<file path="src/rtl/fan_battery_ctrl_pkg.sv">
// Shared encodings for the fan controller: battery phases and fan speed states.
// The fan state machine imports the same constants so both sides agree on them.
package fan_pkg;

  // Battery phase, also exported on the phase output
  typedef enum logic [1:0] {
    PH_HOLD = 2'd0,
    PH_CHG  = 2'd1,
    PH_DIS  = 2'd2
  } phase_t;

  // Fan speed states as driven by the fan state machine
  localparam logic [1:0] FAN_OFF = 2'd0;
  localparam logic [1:0] FAN_S1  = 2'd1;
  localparam logic [1:0] FAN_S2  = 2'd2;
  localparam logic [1:0] FAN_S3  = 2'd3;

  // The charger has priority; a running fan drains; otherwise the level rests
  function automatic phase_t phase_of(input logic charge_en, input logic [1:0] fan_state);
    phase_t ph;
    ph = PH_HOLD;
    if (charge_en) begin
      ph = PH_CHG;
    end else if (fan_state != FAN_OFF) begin
      ph = PH_DIS;
    end
    return ph;
  endfunction

endpackage

</file>
<file path="src/rtl/fan_battery_ctrl_if.sv">
// Bundle of the battery model's control inputs and status outputs.
// The master side (fan FSM / prescaler / bench) drives the strobe and mode;
// the slave side (the battery model) returns level, flags and phase.
interface fan_battery_ctrl_if #(
  parameter int LEVEL_W = 8
);

  logic               tick_ms;
  logic               charge_en;
  logic [1:0]         fan_state;
  logic [LEVEL_W-1:0] level;
  logic               empty;
  logic               full;
  logic               low_warn;
  logic               stop_req;
  logic [1:0]         phase;

  modport master (
    output tick_ms,
    output charge_en,
    output fan_state,
    input  level,
    input  empty,
    input  full,
    input  low_warn,
    input  stop_req,
    input  phase
  );

  modport slave (
    input  tick_ms,
    input  charge_en,
    input  fan_state,
    output level,
    output empty,
    output full,
    output low_warn,
    output stop_req,
    output phase
  );

endinterface

</file>
<file path="src/rtl/fan_battery_ctrl_period_counter.sv">
// Millisecond period counter: counts tick strobes and pulses step on the tick
// that completes a period. clr restarts the period and suppresses any step in
// that cycle, so a restart never produces a step on its own.
module period_counter #(
  parameter int CNT_W = 12
) (
  input  logic             clk,
  input  logic             rst,
  input  logic             clr,
  input  logic             tick,
  input  logic [CNT_W-1:0] period,
  output logic             step
);

  logic [CNT_W-1:0] cnt;
  logic             terminal;

  // Treat anything at or past the last count as terminal so a shortened period
  // can never leave the counter stranded above it.
  assign terminal = (cnt >= (period - CNT_W'(1)));
  assign step     = tick && !clr && terminal;

  // Count ticks, wrap to zero on the completing tick, restart on clr
  always_ff @(posedge clk or posedge rst) begin
    if (rst) begin
      cnt <= '0;
    end else if (clr) begin
      cnt <= '0;
    end else if (tick) begin
      if (terminal) begin
        cnt <= '0;
      end else begin
        cnt <= cnt + CNT_W'(1);
      end
    end
  end

endmodule

</file>
<file path="src/rtl/fan_battery_ctrl.sv">
// Battery model for the fan controller. Derives a charge/discharge rate from
// the fan state, steps a saturating level on completed periods of the 1 ms
// strobe, and keeps full/empty/low-warning/stop-request flags in step with it.
module fan_battery_ctrl
  import fan_pkg::*;
#(
  parameter int LEVEL_W     = 8,
  parameter int LEVEL_MAX   = 99,
  parameter int LEVEL_INIT  = 99,
  parameter int CNT_W       = 12,
  parameter int CHG_MS0     = 100,
  parameter int CHG_MS1     = 200,
  parameter int CHG_MS2     = 250,
  parameter int CHG_MS3     = 500,
  parameter int DIS_MS1     = 500,
  parameter int DIS_MS2     = 250,
  parameter int DIS_MS3     = 200,
  parameter int LOW_TH      = 20,
  parameter int LOW_HYST    = 5,
  parameter int RESTART_LVL = 10
) (
  input logic              clk,
  input logic              rst,
  fan_battery_ctrl_if.slave bus
);

  localparam logic [LEVEL_W-1:0] LVL_MAX     = LEVEL_W'(LEVEL_MAX);
  localparam logic [LEVEL_W-1:0] LVL_INIT    = LEVEL_W'(LEVEL_INIT);
  localparam logic [LEVEL_W-1:0] LVL_LOW_SET = LEVEL_W'(LOW_TH);
  localparam logic [LEVEL_W-1:0] LVL_LOW_CLR = LEVEL_W'(LOW_TH + LOW_HYST);
  localparam logic [LEVEL_W-1:0] LVL_RESTART = LEVEL_W'(RESTART_LVL);

  localparam logic INIT_EMPTY = (LEVEL_INIT == 0);
  localparam logic INIT_FULL  = (LEVEL_INIT == LEVEL_MAX);
  localparam logic INIT_LOW   = (LEVEL_INIT <= LOW_TH);
  localparam logic INIT_STOP  = (LEVEL_INIT == 0);

  phase_t             cur_phase;
  phase_t             phase_q;
  logic [1:0]         fan_q;
  logic               restart;
  logic               clr;
  logic [CNT_W-1:0]   period;
  logic               step;
  logic [LEVEL_W-1:0] level_q;
  logic [LEVEL_W-1:0] level_next;
  logic               empty_q;
  logic               full_q;
  logic               low_q;
  logic               low_next;
  logic               stop_q;
  logic               stop_next;

  assign cur_phase = phase_of(bus.charge_en, bus.fan_state);

  // Any change of phase or fan speed starts a fresh period; in HOLD the counter idles at zero
  assign restart = (cur_phase != phase_q) || (bus.fan_state != fan_q);
  assign clr     = restart || (cur_phase == PH_HOLD);

  // Select the period length for the current phase and fan speed
  always_comb begin
    period = CNT_W'(1);
    case (cur_phase)
      PH_CHG: begin
        case (bus.fan_state)
          FAN_OFF: period = CNT_W'(CHG_MS0);
          FAN_S1:  period = CNT_W'(CHG_MS1);
          FAN_S2:  period = CNT_W'(CHG_MS2);
          default: period = CNT_W'(CHG_MS3);
        endcase
      end
      PH_DIS: begin
        case (bus.fan_state)
          FAN_S1:  period = CNT_W'(DIS_MS1);
          FAN_S2:  period = CNT_W'(DIS_MS2);
          default: period = CNT_W'(DIS_MS3);
        endcase
      end
      default: period = CNT_W'(1);
    endcase
  end

  period_counter #(
    .CNT_W (CNT_W)
  ) u_period_counter (
    .clk    (clk),
    .rst    (rst),
    .clr    (clr),
    .tick   (bus.tick_ms),
    .period (period),
    .step   (step)
  );

  // Saturating level update and the hysteresis flags computed from the new level
  always_comb begin
    level_next = level_q;
    if (step && (cur_phase == PH_CHG) && (level_q < LVL_MAX)) begin
      level_next = level_q + LEVEL_W'(1);
    end else if (step && (cur_phase == PH_DIS) && (level_q != '0)) begin
      level_next = level_q - LEVEL_W'(1);
    end

    low_next = low_q;
    if (level_next <= LVL_LOW_SET) begin
      low_next = 1'b1;
    end else if (level_next >= LVL_LOW_CLR) begin
      low_next = 1'b0;
    end

    stop_next = stop_q;
    if (level_next == '0) begin
      stop_next = 1'b1;
    end else if (level_next >= LVL_RESTART) begin
      stop_next = 1'b0;
    end
  end

  // Remember last cycle's phase and fan speed to detect mode changes
  always_ff @(posedge clk or posedge rst) begin
    if (rst) begin
      phase_q <= PH_HOLD;
      fan_q   <= FAN_OFF;
    end else begin
      phase_q <= cur_phase;
      fan_q   <= bus.fan_state;
    end
  end

  // Level and all flags move together on the same edge
  always_ff @(posedge clk or posedge rst) begin
    if (rst) begin
      level_q <= LVL_INIT;
      empty_q <= INIT_EMPTY;
      full_q  <= INIT_FULL;
      low_q   <= INIT_LOW;
      stop_q  <= INIT_STOP;
    end else begin
      level_q <= level_next;
      empty_q <= (level_next == '0);
      full_q  <= (level_next == LVL_MAX);
      low_q   <= low_next;
      stop_q  <= stop_next;
    end
  end

  assign bus.level    = level_q;
  assign bus.empty    = empty_q;
  assign bus.full     = full_q;
  assign bus.low_warn = low_q;
  assign bus.stop_req = stop_q;
  assign bus.phase    = phase_q;

endmodule
</file>
<file path="src/flat_wrapper.sv">
// flat-port wrapper written by rule: the top's interface ports become plain ports
module fan_battery_ctrl_flat import fan_pkg::*;
#(
  parameter int LEVEL_W     = 8,
  parameter int LEVEL_MAX   = 99,
  parameter int LEVEL_INIT  = 99,
  parameter int CNT_W       = 12,
  parameter int CHG_MS0     = 100,
  parameter int CHG_MS1     = 200,
  parameter int CHG_MS2     = 250,
  parameter int CHG_MS3     = 500,
  parameter int DIS_MS1     = 500,
  parameter int DIS_MS2     = 250,
  parameter int DIS_MS3     = 200,
  parameter int LOW_TH      = 20,
  parameter int LOW_HYST    = 5,
  parameter int RESTART_LVL = 10
)
  (clk, rst, bus_tick_ms, bus_charge_en, bus_fan_state, bus_level, bus_empty, bus_full, bus_low_warn, bus_stop_req, bus_phase);
  fan_battery_ctrl_if #(.LEVEL_W(LEVEL_W)) bus_i ();
  input logic clk;
  input logic rst;
  input wire logic [$bits(bus_i.tick_ms)-1:0] bus_tick_ms;
  input wire logic [$bits(bus_i.charge_en)-1:0] bus_charge_en;
  input wire logic [$bits(bus_i.fan_state)-1:0] bus_fan_state;
  output wire logic [$bits(bus_i.level)-1:0] bus_level;
  output wire logic [$bits(bus_i.empty)-1:0] bus_empty;
  output wire logic [$bits(bus_i.full)-1:0] bus_full;
  output wire logic [$bits(bus_i.low_warn)-1:0] bus_low_warn;
  output wire logic [$bits(bus_i.stop_req)-1:0] bus_stop_req;
  output wire logic [$bits(bus_i.phase)-1:0] bus_phase;
  assign bus_i.tick_ms = bus_tick_ms;
  assign bus_i.charge_en = bus_charge_en;
  assign bus_i.fan_state = bus_fan_state;
  assign bus_level = bus_i.level;
  assign bus_empty = bus_i.empty;
  assign bus_full = bus_i.full;
  assign bus_low_warn = bus_i.low_warn;
  assign bus_stop_req = bus_i.stop_req;
  assign bus_phase = bus_i.phase;
  fan_battery_ctrl #(.LEVEL_W(LEVEL_W), .LEVEL_MAX(LEVEL_MAX), .LEVEL_INIT(LEVEL_INIT), .CNT_W(CNT_W), .CHG_MS0(CHG_MS0), .CHG_MS1(CHG_MS1), .CHG_MS2(CHG_MS2), .CHG_MS3(CHG_MS3), .DIS_MS1(DIS_MS1), .DIS_MS2(DIS_MS2), .DIS_MS3(DIS_MS3), .LOW_TH(LOW_TH), .LOW_HYST(LOW_HYST), .RESTART_LVL(RESTART_LVL)) u_core (.clk(clk), .rst(rst), .bus(bus_i));
endmodule
</file>
<file path="config.mk">
export PLATFORM = sky130hd
export DESIGN_NAME = fan_battery_ctrl_flat
export DESIGN_NICKNAME = d
export VERILOG_FILES = /design/src/rtl/fan_battery_ctrl_pkg.sv /design/src/rtl/fan_battery_ctrl_if.sv /design/src/rtl/fan_battery_ctrl_period_counter.sv /design/src/rtl/fan_battery_ctrl.sv /design/src/flat_wrapper.sv
export SDC_FILE = /design/constraint.sdc
export NUM_CORES = 1
export LEC_CHECK = 0
export ABC_AREA = 1
export CORE_ASPECT_RATIO = 0.5
export CORE_UTILIZATION = 29
export DETAILED_ROUTE_END_ITERATION = 6
export PLACE_DENSITY = 0.57
export SYNTH_ARGS = -nofsm -noshare
export SYNTH_HDL_FRONTEND = slang
export SYNTH_SLANG_ARGS = --single-unit
</file>
<file path="constraint.sdc">
create_clock -name clk -period 5 [get_ports clk]
set_input_delay 0.75 -clock clk [delete_from_list [all_inputs] [get_ports clk]]
set_output_delay 0.75 -clock clk [all_outputs]
set_load 0.1 [all_outputs]
</file>
==> results of run 1 <==
## area by class of cell
| cell class | count | area share |
|---|---|---|
| tap | 92 | 0.0458 |
| timing repair buffer | 20 | 0.0787 |
| sequential | 28 | 0.281 |
| multi-input combinational | 210 | 0.481 |
| clock buffer | 3 | 0.0299 |
| clock inverter | 1 | 0.0120 |
| inverter | 48 | 0.0717 |
## worst max path at each step
stage	cells after the start	slack, ns	end
after global placement	24	0.69	u_core.bus.full$_DFF_PP1_
after floorplan	23	1.56	u_core.bus.low_warn$_DFFE_PP0P_
after detailed placement	24	0.54	u_core.bus.full$_DFF_PP1_
after global routing	24	0.51	u_core.bus.full$_DFF_PP1_
final	24	0.84	u_core.bus.full$_DFF_PP1_
after CTS	24	0.82	u_core.bus.full$_DFF_PP1_
## power by group through the flow
stage                     Clock (mW)  Combinational (mW)  Sequential [mW]
final                          0.245              0.0567            0.230
after CTS                      0.250              0.0577            0.230
after global placement             0              0.0561            0.234
after floorplan                    0              0.0337            0.241
after detailed placement           0              0.0575            0.235
after global routing           0.258              0.0636            0.230
## state kept, by name, summed over array words and instances (netlist names)
register / cells
u_core.bus.empty: 1
u_core.bus.level: 8
u_core.bus.full: 1
u_core.u_period_counter.cnt: 12
u_core.bus.phase: 2
u_core.fan_q: 2
u_core.bus.stop_req: 1
u_core.bus.low_warn: 1
## routing by layer
layer	global-route usage	share of wire
met1	0.172	0.49
met2	0.230	0.47
met3	0.0246	0.025
met4	0.0346	0.012
met5	0	0
## metrics by stage
| stage | util | hold WS (ns) | instance area, sq um | std cells | power, mW |
|---|---|---|---|---|---|
| finish | 0.365 | 0.496 | 2510 | 402 | 0.532 |
| global route | 0.365 | 0.534 | 2510 | 402 | 0.552 |
| CTS | 0.365 | 0.500 | 2510 | 402 | 0.537 |
| detailed placement | 0.350 | 0.488 | 2410 | 398 | 0.292 |
| global placement | 0.350 | 0.483 | 2410 | 398 | 0.290 |
| floorplan | - | 0.473 | 2120 | 291 | 0.275 |
## synth_stat cells, drive strengths merged
| cell type | number | area (sq um) |
|---|---|---|
| o22ai | 6 | 37.5 |
| o32ai | 1 | 8.76 |
| clkbuf | 2 | 7.51 |
| nand3 | 19 | 138 |
| o211ai | 2 | 15.0 |
| and2 | 1 | 6.26 |
| a21oi | 10 | 53.8 |
| nor4 | 1 | 6.26 |
| a21boi | 1 | 7.51 |
| nor2 | 34 | 130 |
| nand4 | 4 | 25.0 |
| or2 | 6 | 37.5 |
| buf | 3 | 21.3 |
| o31ai | 1 | 7.51 |
| nand2 | 77 | 299 |
| a22oi | 1 | 7.51 |
| ha | 19 | 238 |
| dfstp | 5 | 131 |
| nor3 | 3 | 26.3 |
| xor2 | 9 | 78.8 |
| o21ai | 12 | 63.8 |
| conb | 1 | 3.75 |
| inv | 48 | 180 |
| xnor2 | 2 | 17.5 |
| dfrtp | 23 | 576 |
## logic make-up after synthesis
logic type,synth area share
AND/OR/NAND/NOR,0.315
buffers and inverters,0.0984
AO/OA/AOI/OAI,0.0949
flip-flops,0.333
adder cells (fa/ha/maj),0.112
XOR/XNOR,0.0454
other,0.00177
## worst min-delay path, cell delays in order, from the launching register on
cell     delay [ns]
dfrtp_1        0.38
inv_1          0.05
nor2_1         0.03
==> impl_metrics.ini, run 1 <==
[sta]
post-route-min-period_ns = 4.16
hold_viol = 0
rsz0062_at_grt = no
maxSlewViolCount = 0
finalSetupViolCount = 0
max_slew_margin = 0.349
finalSetupTns_ns = 0
clock-skew-final_ns = 0.00448
fmax_mhz = 240
min_period_over_period = 0.832
fin_ws_ns = 0.841
tightest_slew_ns = 0.973

[hold_path]
hold_path_end = u_core.u_period_counter.cnt[11]$_DFFE_PP0P_
min_path_cells = 2
hold_class = reg2reg
hold_start = u_core.u_period_counter.cnt[11]$_DFFE_PP0P_

[setup_path]
critPathTopFamily = simple AND/OR/NAND/NOR gates
path_cells = clkdlybuf4s50_1, inv_1, ha_1, inv_1, nor2_1, or2_2, or2_2, nand2_1, inv_1, ha_1, nand2_1, inv_1, nand2_1, nand2_1, nand2_1, nand2_1, nand3_2, inv_1, nand2_1, o21ai_1, or2_2, nand2_1, nand2_1, nor3_1
cp_slowest_stage_delay_ns = 0.55
critPathKind = in2reg
timing.rr.end = u_core.bus.full$_DFF_PP1_
startpoint = bus_fan_state[0]
worstSetupEndpointType = flop
start_kind = primary input
crit_path_max_fanout = 11
cpMostUsedCell = nand2_1
rrSetupSlack_ns = 2.44
cpMaxStageDelayCell = clkdlybuf4s50_1
cp.required_ns = 5.18
critPathBufInv = 6
r2r_cells = 15
r2r_start = u_core.u_period_counter.cnt[7]$_DFFE_PP0P_
cp.arrival_ns = 4.34

[placement]
place_congestion = 0.840
dpl_worst_slack_ns = 0.540
dp_hpwl_microns = 3680
io_buffers = 19

[clock_network]
cts.htree.levels = 1
clk_latency_ns = 0.27
hold_buffers = 0
clk_pin_slew_ns = 0.08
cts_tree = done
postCtsSetupRepairBufs = 0
clock_sinks = 28
post_cts_resized = 0
cts-root-buf = clkbuf_16
max-clock-path-buffers = 2
cts_buffers = 3

[power_and_ir_drop]
p_leak_nw = 1.24
switchingPower_mw = 0.125
power_frac_seq = 0.433
power.density_nw_per_um2 = 212
p_sw_frac = 0.235
p_int_mw = 0.407
power.share.combinational = 0.107
peakVddDrop_uv = 71.5
clkPwrFrac = 0.460

[global_routing]
grt.total_usage = 0.134
first_global_vias = 1699
antenna_found_initial = 0
overflow = 0
grt_max_degree = 29
grt_pass1_wl_microns = 8120

[die]
core_area_sq_um = 6880
num_rows = 21
initial_core_util = 0.308
die_y_microns = 62.5
die_x_microns = 123
ios = 20
dieArea_sq_um = 7690

[drt]
via_per_inst = 4.50
drt_iter0_markers = 140
wl_per_cell_microns = 11.6
drc = 0
wl_microns = 4650
vias = 1811
firstDrtPassIters = 4
antenna_left = 0

[yosys]
synth-seq-cells = 28
ys_seq_area_frac = 0.333
netlist_area_sq_um = 2120
ys_types = 36
syn-num-nets = 316
synth_cells = 291
synth_area_per_cell_sq_um = 7.30
yosys_warnings = 0

[finish]
layout-drive-gt1-share = 0.0871
num-nets-final = 336
multi_input_area_sq_um = 1210
layout_common_cells = nand2_1, inv_1, nor2_1, dfrtp_1
area.sequential_sq_um = 707
syn2layout_area_growth_pct = 18.3
fill_cells = 701
final_common_cell = nand2_1
antenna_cells = 0

[job]
maxCapViolCount = 0

[run_status]
status = finished clean
(Power assumes the default switching activity.)
==> run 2, diff against run 1 <==
==> constraint.sdc (replaced) <==
create_clock -name clk -period 4.06 [get_ports clk]
set_input_delay 0.609 -clock clk [delete_from_list [all_inputs] [get_ports clk]]
set_output_delay 0.609 -clock clk [all_outputs]
set_load 0.1 [all_outputs]
==> impl_metrics.ini, run 2 (synthesis gave the netlist of run 1 again) <==
[hold_path]
hold_class = reg2reg

[sta]
maxSlewViolCount = 0
post-route-min-period_ns = 3.65
fmax_mhz = 274
rsz0062_at_grt = no
fin_ws_ns = 0.408
clock-skew-final_ns = 0.00472
min_period_over_period = 0.900
hold_ws_ns = 0.499
finalSetupTns_ns = 0
tightest_slew_ns = 1.08
hold_viol = 0
finalSetupViolCount = 0
max_slew_margin = 0.277

[global_routing]
overflow = 0
antenna_found_initial = 0
grt.total_usage = 0.130
grt_pass1_wl_microns = 7980
first_global_vias = 1764
grt_max_degree = 29

[setup_path]
worstSetupEndpointType = flop
cp.arrival_ns = 3.84
critPathKind = in2reg
crit_path_max_fanout = 8
cp.required_ns = 4.25
start_kind = primary input

[clock_network]
max-clock-path-buffers = 2
cts.htree.levels = 1
cts_buffers = 3
clock_sinks = 28
cts-root-buf = clkbuf_16
postCtsSetupRepairBufs = 0
clk_latency_ns = 0.26
cts_tree = done
clk_pin_slew_ns = 0.07

[power_and_ir_drop]
peakVddDrop_uv = 158
p_total_mw = 0.651
power.density_nw_per_um2 = 254
p_leak_nw = 1.26

[drt]
wl_met2_microns = 2190
via_per_inst = 4.56
top_layer_used = met4
wl_met3_microns = 175
firstDrtPassIters = 4
wl_per_cell_microns = 11.3
wl_microns = 4610
antenna_left = 0
drt_iter0_markers = 162
met1_length_microns = 2210
drc = 0
vias = 1856

[finish]
utilization = 0.372
syn2layout_area_growth_pct = 20.6
num-nets-final = 341
design_area_sq_um = 2560
fill_cells = 720
layout_common_cells = nand2_1, inv_1, nor2_1, dfrtp_1
layout-drive-gt1-share = 0.105
top_register = u_core.u_period_counter.cnt
antenna_cells = 0
layoutNonFillerInstCount = 407
largest_reg_flops = 12
final_common_cell = nand2_1

[die]
dieArea_sq_um = 7690
ios = 20
die_x_microns = 123
die_y_microns = 62.5
initial_core_util = 0.308
core_area_sq_um = 6880
num_rows = 21

[placement]
place_congestion = 0.891
io_buffers = 19
dpl_worst_slack_ns = 0.0149
placedInstanceArea_sq_um = 2440
dp_hpwl_microns = 3740
place_inst = 403

[run_status]
status = finished clean

[job]
maxCapViolCount = 0
run 2: per-layer routing:
| layer | global-route usage | vias to the layer above |
|---|---|---|
| met3 | 0.0164 | 4 |
| li1 | - | 968 |
| met4 | 0.0211 | 0 |
| met2 | 0.228 | 35 |
| met5 | 0 | - |
| met1 | 0.172 | 849 |
run 2: cell type report:
type / instances / area [sq um] / share of cell area
clock buffers: 3 / 75.1 / 0.0293
clock inverters: 1 / 30.0 / 0.0117
inverters: 48 / 180 / 0.0704
multi-input cells: 210 / 1220 / 0.476
flip-flops and latches: 28 / 707 / 0.276
well taps: 92 / 115 / 0.0450
repair buffers: 25 / 235 / 0.0919
run 2: critical path, cell delays in order:
cell and delay [ns]:
clkdlybuf4s50_1 0.48, inv_1 0.07, ha_1 0.19, inv_1 0.08, nor2_1 0.07, or2_2 0.30
or2_2 0.31, nand2_1 0.06, inv_1 0.04, ha_1 0.26, nand2_1 0.06, inv_1 0.03
nand2_1 0.06, nand2_1 0.05, nand2_1 0.08, nand2_2 0.13, nand3_4 0.14, inv_1 0.07
nand2_1 0.06, o21ai_1 0.07, or2_2 0.28, nand2_1 0.11, nand2_1 0.06, nor3_1 0.17
run 2: final timing paths:
| path | slack [ns] | cells after the start | from | to |
|---|---|---|---|---|
| worst max-delay path | 0.41 | 24 | bus_fan_state[1] | u_core.bus.full$_DFF_PP1_ |
| worst min-delay path | 0.50 | 2 | u_core.u_period_counter.cnt[11]$_DFFE_PP0P_ | u_core.u_period_counter.cnt[11]$_DFFE_PP0P_ |
| worst max register to register | 1.68 | 15 | u_core.u_period_counter.cnt[5]$_DFFE_PP0P_ | u_core.bus.full$_DFF_PP1_ |
| worst min register to register | 0.50 | 2 | u_core.u_period_counter.cnt[11]$_DFFE_PP0P_ | u_core.u_period_counter.cnt[11]$_DFFE_PP0P_ |
| max in group asynchronous | 2.50 | 2 | rst | u_core.bus.phase[1]$_DFF_PP0_ |
| min in group asynchronous | 0.92 | 2 | rst | u_core.bus.low_warn$_DFFE_PP0P_ |
run 2: power by group:
part	switching [mW]	leakage [nW]	internal, mW	total, mW
registers	0.00203	0.364	0.282	0.284
clock network	0.0977	0.0511	0.196	0.294
logic	0.0477	0.845	0.0252	0.0729
run 2: what timing repair did:
| item | in CTS | in global routing |
|---|---|---|
| hold buffers | 0 | 0 |
| endpoints found under the setup margin | 0 | 4 |
| resized for setup | 0 | 2 |
| endpoints found under the hold margin | 0 | 0 |
